**config.mk**
```make
export PLATFORM = sky130hd
export DESIGN_NAME = t1_bist_driver
export DESIGN_NICKNAME = d
export VERILOG_FILES = /design/src/rtl/t1_bist_driver.sv
export SDC_FILE = /design/constraint.sdc
export NUM_CORES = 1
export LEC_CHECK = 0
export CAP_MARGIN = 10
export CORE_UTILIZATION = 30
export CTS_BUF_LIST = sky130_fd_sc_hd__clkbuf_2 sky130_fd_sc_hd__clkbuf_4 sky130_fd_sc_hd__clkbuf_8
export CTS_CLUSTER_DIAMETER = 120
export DETAILED_ROUTE_END_ITERATION = 6
export HOLD_SLACK_MARGIN = 0.1
export SLEW_MARGIN = 25
export SYNTH_ARGS = -nofsm -noshare
export SYNTH_HDL_FRONTEND = slang
export SYNTH_SLANG_ARGS = --single-unit
```
**constraint.sdc**
```tcl
create_clock -name clk -period 3.8 [get_ports clk]
set_input_delay 0.57 -clock clk [delete_from_list [all_inputs] [get_ports clk]]
set_output_delay 0.57 -clock clk [all_outputs]
set_load 0.05 [all_outputs]
```
**src/rtl/t1_bist_driver.sv**
```systemverilog
`default_nettype none
// ============================================================================
//  Module   : t1_bist_driver
//  Purpose  : Built-in self-test driver for the t1 PLA logic cone (21 inputs,
//             1 output). Applies pseudo-random (or exhaustive counting)
//             stimulus to the cone, compacts the serial cone response into a
//             CRC signature and compares it against an expected signature.
//  Ports    : clk        - clock, rising edge
//             rst_n      - asynchronous active-low reset
//             start_i    - start pulse, honoured in IDLE or DONE only
//             num_vec_i  - number of vectors, sampled on accepted start
//             exp_sig_i  - expected signature, sampled on accepted start
//             x_o        - stimulus to cone inputs (bit k drives xk)
//             y_i        - cone response, combinational from x_o
//             busy_o     - high while vectors are being applied
//             done_o     - high once the run completes, until next start
//             sig_o      - current signature
//             pass_o     - in DONE: signature matched expected value
//  Config   : T1_BIST_EXHAUSTIVE_EN - when defined, the stimulus is a binary
//             up-counter from SEED instead of the Fibonacci LFSR.
//  Revision : 1.0 - initial release
// ============================================================================
module t1_bist_driver #(
  parameter int                NUM_IN    = 21,
  parameter logic [NUM_IN-1:0] LFSR_TAPS = 21'h140000,
  parameter logic [NUM_IN-1:0] SEED      = 21'h000001,
  parameter int                SIG_W     = 16,
  parameter logic [SIG_W-1:0]  SIG_POLY  = 16'h1021,
  parameter logic [SIG_W-1:0]  SIG_INIT  = 16'hFFFF,
  parameter int                CNT_W     = 24
) (
  input  logic              clk,
  input  logic              rst_n,
  input  logic              start_i,
  input  logic [CNT_W-1:0]  num_vec_i,
  input  logic [SIG_W-1:0]  exp_sig_i,
  output logic [NUM_IN-1:0] x_o,
  input  logic              y_i,
  output logic              busy_o,
  output logic              done_o,
  output logic [SIG_W-1:0]  sig_o,
  output logic              pass_o
);

  typedef enum logic [1:0] {
    ST_IDLE = 2'd0,
    ST_RUN  = 2'd1,
    ST_DONE = 2'd2
  } state_t;

  state_t            state_q, state_d;
  logic [NUM_IN-1:0] x_q,     x_d;
  logic [SIG_W-1:0]  sig_q,   sig_d;
  logic [CNT_W-1:0]  rem_q,   rem_d;
  logic [SIG_W-1:0]  exp_q,   exp_d;
  logic              pass_q,  pass_d;

  logic              sig_fb;
  logic [SIG_W-1:0]  sig_step;
  logic [NUM_IN-1:0] x_step;

  // Serial CRC: response bit enters at the MSB feedback point.
  assign sig_fb   = sig_q[SIG_W-1] ^ y_i;
  assign sig_step = {sig_q[SIG_W-2:0], 1'b0} ^ (sig_fb ? SIG_POLY : '0);

`ifdef T1_BIST_EXHAUSTIVE_EN
  // Natural overflow gives the wrap from all-ones back to zero.
  assign x_step = x_q + NUM_IN'(1);
`else
  assign x_step = {x_q[NUM_IN-2:0], ^(x_q & LFSR_TAPS)};
`endif

  always_comb begin
    state_d = state_q;
    x_d     = x_q;
    sig_d   = sig_q;
    rem_d   = rem_q;
    exp_d   = exp_q;
    pass_d  = pass_q;
    unique case (state_q)
      ST_IDLE, ST_DONE: begin
        if (start_i) begin
          x_d   = SEED;
          sig_d = SIG_INIT;
          rem_d = num_vec_i;
          exp_d = exp_sig_i;
          if (num_vec_i == '0) begin
            // Empty run: signature is just the initial value.
            state_d = ST_DONE;
            pass_d  = (SIG_INIT == exp_sig_i);
          end else begin
            state_d = ST_RUN;
            pass_d  = 1'b0;
          end
        end
      end
      ST_RUN: begin
        // y_i reflects the x_q presented during this cycle.
        x_d   = x_step;
        sig_d = sig_step;
        rem_d = rem_q - CNT_W'(1);
        if (rem_q == CNT_W'(1)) begin
          state_d = ST_DONE;
          // Compare the post-update signature so pass is valid with done.
          pass_d  = (sig_step == exp_q);
        end
      end
      default: state_d = ST_IDLE;
    endcase
  end

  always_ff @(posedge clk or negedge rst_n) begin
    if (!rst_n) begin
      state_q <= ST_IDLE;
      x_q     <= '0;
      sig_q   <= SIG_INIT;
      rem_q   <= '0;
      exp_q   <= '0;
      pass_q  <= 1'b0;
    end else begin
      state_q <= state_d;
      x_q     <= x_d;
      sig_q   <= sig_d;
      rem_q   <= rem_d;
      exp_q   <= exp_d;
      pass_q  <= pass_d;
    end
  end

  assign x_o    = x_q;
  assign sig_o  = sig_q;
  assign busy_o = (state_q == ST_RUN);
  assign done_o = (state_q == ST_DONE);
  assign pass_o = pass_q;

endmodule
`default_nettype wire

```
==> key figures <==
Synthesis
  • Leading area contributor after synthesis: dfrtp_1
  • Syn Std Cell Area: 3727 sq um
  • Post-synthesis xor/xnor area fraction: 0.04465
  • Post-synth EDFFs: 0
  • Synth warn: 0
  • Sequential area share after synthesis: 0.5425
  • Top cells by area, synth: dfrtp_1 (43%), dfstp_2 (11%), nand2_1 (7.0%)
  • Synth Flop Type: dfrtp_1
  • Cells after Synth: 366
  • Yosys top cell area share: 0.4297
  • Synth Area per Inst: 10.18 sq um
  • Combinational family with the most area after synthesis: simple AND/OR/NAND/NOR gates
  • Adder-cell share of the synthesized area: 0.006714
  • Simple-gate area share of the yosys netlist: 0.1987
  • Cell variety after synth: 45
  • Post-synthesis compound-gate area fraction: 0.1762
  • Post-synthesis register bit count: 80
  • Synth Net Count: 412
  • Multiplexer share of the synthesized area: 0.005371
  • Fraction of registers with async set or reset after synthesis: 1.000

Floorplanning
  • Row Count: 40
  • Area of the die: 12,870 sq um
  • Core ar.: 12,060 sq um
  • Initial Util: 0.3090
  • Die Span Y: 113.5 um
  • Die X: 113.5 um
  • I/O pin count: 84

Setup path
  • Crit path kind: flip-flop to output port
  • Startpoint types: flip-flop
  • Crit path DAT: 1800 ps
  • CP endpoint kind: output port
  • Crit Path Max Fanout: 34
  • Crit path cell chain: nand2b_1 -> inv_1 -> buf_4 -> buf_4
  • CP max stage cell: buf_4
  • Top cell by count, worst path: buf_4
  • R2r startpoint: rem_q[0]$_DFFE_PN0P_
  • Max incr delay on CP: 400 ps
  • Req. time, crit path: 3230 ps
  • Critical path origin: state_q[1]$_DFFE_PN0P_

STA
  • Tmin final: 2373 ps
  • Crit share post-route: 0.6245
  • Worst-Margin Slew: 756.8 ps
  • Final hold violation count: 0
  • RSZ-0062 raised after global routing: no
  • FMAX: 421.4 MHz
  • Max-slew violation count: 0
  • Final Setup Violations: 0
  • Slew headroom: 0.4955
  • Setup Skew: 8.599 ps
  • Setup TNS: 0 ps

Clock tree
  • # resized after CTS: 0
  • Post-CTS Setup Bufs: 0
  • Hold_buf cts: 0
  • CTS root buf: clkbuf_8
  • Clk Latency, worst-skew pair: 360 ps
  • Num CTS Buffers: 9
  • CTS Sinks: 80
  • Clock transition at the registers of the reported paths: 90 ps
  • Max clock buf depth: 2
  • Htree depth: 3
  • CTS tree: built

Power
  • Pwr Total: 0.002885 W
  • Part of the power in registers: 0.432
  • Comb power frac: 0.320
  • Power Dens Cells: 581.3 nW/um^2
  • Internal power of the cells: 0.001846 W
  • Sw Share: 0.3601
  • Switch Pwr: 0.001039 W
  • Maximum VDD drop: 0.0005711 V
  • Leak: 1.945 nW
  • Clk pwr share: 0.248

Finish
  • N_diodes: 0
  • Filler instances: 1,188
  • Synth-to-Final Area Change: 33.13%
  • Leading cell types in the layout, fill and taps excluded: clkdlybuf4s50_1 (81), nand2_1 (70), dfrtp_1 (64)
  • Final instance area: 4962 sq um
  • Fraction of layout cells with a size suffix above 1: 0.1064
  • Layout Nets: 492
  • Leading cell type in the layout, fill and taps excluded: clkdlybuf4s50_1

Routing
  • Pre-antenna DRT Iters: 4
  • DRC: 0
  • DR iter-0 viols: 163
  • WL per Instance: 15.97 um
  • Routed Antenna Nets: 0
  • Vias after detailed routing: 3,169
  • Final wirelength: 9885 um
  • Vias/cell: 5.120

GRT
  • First-pass GRT wire length: 16,300 um
  • Largest net degree at the start of global routing: 81
  • Vias in the first global route: 3,217
  • Global route overflow: 0
  • Total GRT Usage: 0.1629
  • Initial antenna violation count: 0

Status
  • Result of the run: complete, no violations

Hold path
  • Hold/Removal Path Class: input pin to asynchronous set/reset pin

Place
  • Placed cell area: 4733 sq um
  • Port Buffers: 83
  • HPWL after detailed placement: 6705 um
  • RePlAce Congestion: 0.8233

Run
  • Max-Cap Viols: 0
cells by family after synthesis:
| kind of cell | after synthesis |
|---|---|
| adder cells (fa/ha/maj) | 2 |
| XOR/XNOR | 19 |
| multiplexers | 2 |
| AO/OA/AOI/OAI | 83 |
| flip-flops | 80 |
| buffers and inverters | 25 |
| AND/OR/NAND/NOR | 155 |
synth_stat cells, types with 3 or more instances:
library cell	n
nand4_1	10
dfstp_2	16
o311ai_0	6
o22a_1	14
dfrtp_1	64
or4_1	3
a211oi_1	3
o211ai_1	6
nand2_1	70
xnor2_1	16
nand2b_1	3
inv_1	5
nor4_1	18
nand3_1	10
and2_1	3
nor3_1	9
buf_1	3
clkbuf_1	15
xor2_1	3
o21ai_0	5
a22o_1	20
nor2_1	19
nor2b_1	3
a221o_1	3
a21oi_1	12
sequential cells by signal (all words and copies together), names as in the netlist:
register and count:
x_o 21, exp_q 16, sig_o 16, rem_q 24, pass_o 1, state_q 2
power by group through the flow:
stage | registers [W] | logic [W] | clock network, W
after CTS | 0.00125 | 0.000933 | 0.000735
after global routing | 0.00127 | 0.000978 | 0.000764
after floorplan | 0.00154 | 0.000302 | 0
final | 0.00125 | 0.000922 | 0.000716
after global placement | 0.00126 | 0.000920 | 0
after detailed placement | 0.00126 | 0.000929 | 0
metrics by stage:
stage | setup WS, ps | utilization | std cells | hold WS (ps)
final | 1427 | 0.4114 | 619 | 223.9
after global routing | 1330 | 0.4114 | 619 | 293.2
after CTS | 1412 | 0.4111 | 619 | 407.7
after detailed placement | 1445 | 0.3924 | 603 | 482.8
after global placement | 1477 | 0.3924 | 603 | 477.7
after floorplan | 1645 | - | 366 | 274.4
area by class of cell:
type                            count  area (sq um)  share of cell area
Sequential cell                    80          2022              0.4075
Multi-Input combinational cell    261          1612              0.3248
Timing Repair Buffer               89         874.6              0.1762
Tap cell                          168         210.2             0.04236
Clock buffer                       11         145.1             0.02925
Clock inverter                      5         80.08             0.01614
Inverter                            5         18.77            0.003782
path summary, 6_finish.rpt:
| kind | endpoint | slack, ps | cells after the start |
|---|---|---|---|
| min in group clk | exp_q[1]$_DFFE_PN0P_ | 500 | 2 |
| max in group asynchronous | exp_q[4]$_DFFE_PN0P_ | 3020 | 1 |
| min | rem_q[8]$_DFFE_PN0P_ | 220 | 1 |
| min reg2reg | exp_q[1]$_DFFE_PN0P_ | 500 | 2 |
| max | busy_o | 1430 | 4 |
| max reg2reg | rem_q[20]$_DFFE_PN0P_ | 1630 | 7 |
metal layers:
layer	GRT usage	share of wire	up-vias
li1	-	-	1507
met1	0.2069	0.46	1551
met2	0.2630	0.46	99
met3	0.04995	0.067	12
met4	0.05614	0.014	0
met5	0	0	-
critical path: cells and delay by family, from the launching register on:
| family | cells | cell delay, ps |
|---|---|---|
| and+or+nand+nor | 1 | 160 |
| DFF | 1 | 390 |
| buffers and inverters | 3 | 880 |
No activity file was read; power rests on OpenSTA's default activity.
==> RTL edit (same settings) <==
Re-encode `state_t` (3 states) as one-hot, 3 bits wide.
--- a/src/rtl/t1_bist_driver.sv
+++ b/src/rtl/t1_bist_driver.sv
@@ -42,10 +42,10 @@
   output logic              pass_o
 );
 
-  typedef enum logic [1:0] {
-    ST_IDLE = 2'd0,
-    ST_RUN  = 2'd1,
-    ST_DONE = 2'd2
+  typedef enum logic [2:0] {
+    ST_IDLE = 3'b001,
+    ST_RUN  = 3'b010,
+    ST_DONE = 3'b100
   } state_t;
 
   state_t            state_q, state_d;
Check against the original RTL: same outputs for any inputs over 10 cycles, from zero or initial values and one cycle with rst_n low; not proved beyond that.
==> RTL edit against the original RTL <==
  * Area after synthesis increased by 5.9%
  * Power rose by 16%
  * Wire length up 11%
  * Sequential cell count up 1
  * Fmax down 18%
  * Cell area increased by 3.3%
  * Setup slack got worse by 0.53 ns
  * Sequential power up 15%
  * Critical path type unchanged
  * Critical endpoint unchanged
  * Highest routed layer unchanged
==> RTL edit: results (changes against the original RTL) <==
wirelength, routed 10.9 mm (+11%); Adder-Cell Fraction of Synth Area 0.634% (-0.037 points); Met2 Wirelength 4.89 mm (+7.0%); slowest stage delay, CP 0.74 ns (+0.34 ns); GP Congestion 0.790 (-4.1%); synth cell count leaders nand2_1, dfrtp_1, nor2_1, o21ai_0, a21oi_1; Worst Skew 0.00911 ns (+0.000509 ns); first-pass GRT wire length 17.5 mm (+7.2%); Tot GR Track Use 16.9% (+0.63 points); Peak VDD IR 0.267 mV (-53%); nets@finish 565 (+15%); synth unique cells 46 (+2.2%); first-pass iteration count of the detailed router 5 (+1); Detailed Place HPWL 7.33 mm (+9.3%); total number of vias 3565 (+12%); Synth Area in Compound Gates 14.6% (-3.0 points); outcome completed; XOR/XNOR Fraction of Synth Area 4.88% (+0.42 points); Reg2Reg Launch Point rem_q[9]; met3 Use GR 4.93% (-0.065 points); fmax 345 MHz (-18%); Psw 1.41 mW (+35%); arrival time at the worst endpoint 2.33 ns (+0.53 ns); slew margin rel. 32.9% (-17 points); GRT met2 Usage 25.1% (-1.2 points); cells taking the most area after synthesis dfrtp_1, dfstp_2, nand2_1; wire length on met3 530 µm (-20%); worst skew pair latency 0.38 ns (+0.02 ns); Largest delay share family, worst path simple AND/OR/NAND/NOR gates
==> RTL edit: power by group through the flow <==
| stage | Clock, mW | Combinational, mW | Sequential, mW |
|---|---|---|---|
| 6_report | 0.659 | 1.25 | 1.44 |
| 4_1_cts | 0.681 | 1.26 | 1.44 |
| 2_1_floorplan | 0 | 0.721 | 1.56 |
| 3_3_place_gp | 0 | 1.23 | 1.44 |
| 3_5_place_dp | 0 | 1.26 | 1.45 |
| 5_1_grt | 0.714 | 1.38 | 1.49 |
==> RTL edit: how the worst min path moves through the flow <==
stage,start,endpoint,depth (start not counted)
finish,rst_n,rem_q[20],1
floorplan,rst_n,exp_q[0],0
CTS,rst_n,state_q[2],1
global route,rst_n,rem_q[5],1
global placement,exp_q[9],exp_q[9],2
detailed placement,exp_q[6],exp_q[6],2
==> RTL edit: final cells by class <==
class,count,area [µm²]
clock buffers,10,131
clock inverters,6,66.3
fillers,1310,7600
inverters,6,22.5
multi-input cells,335,1790
flip-flops and latches,81,2050
well taps,172,215
repair buffers,86,852
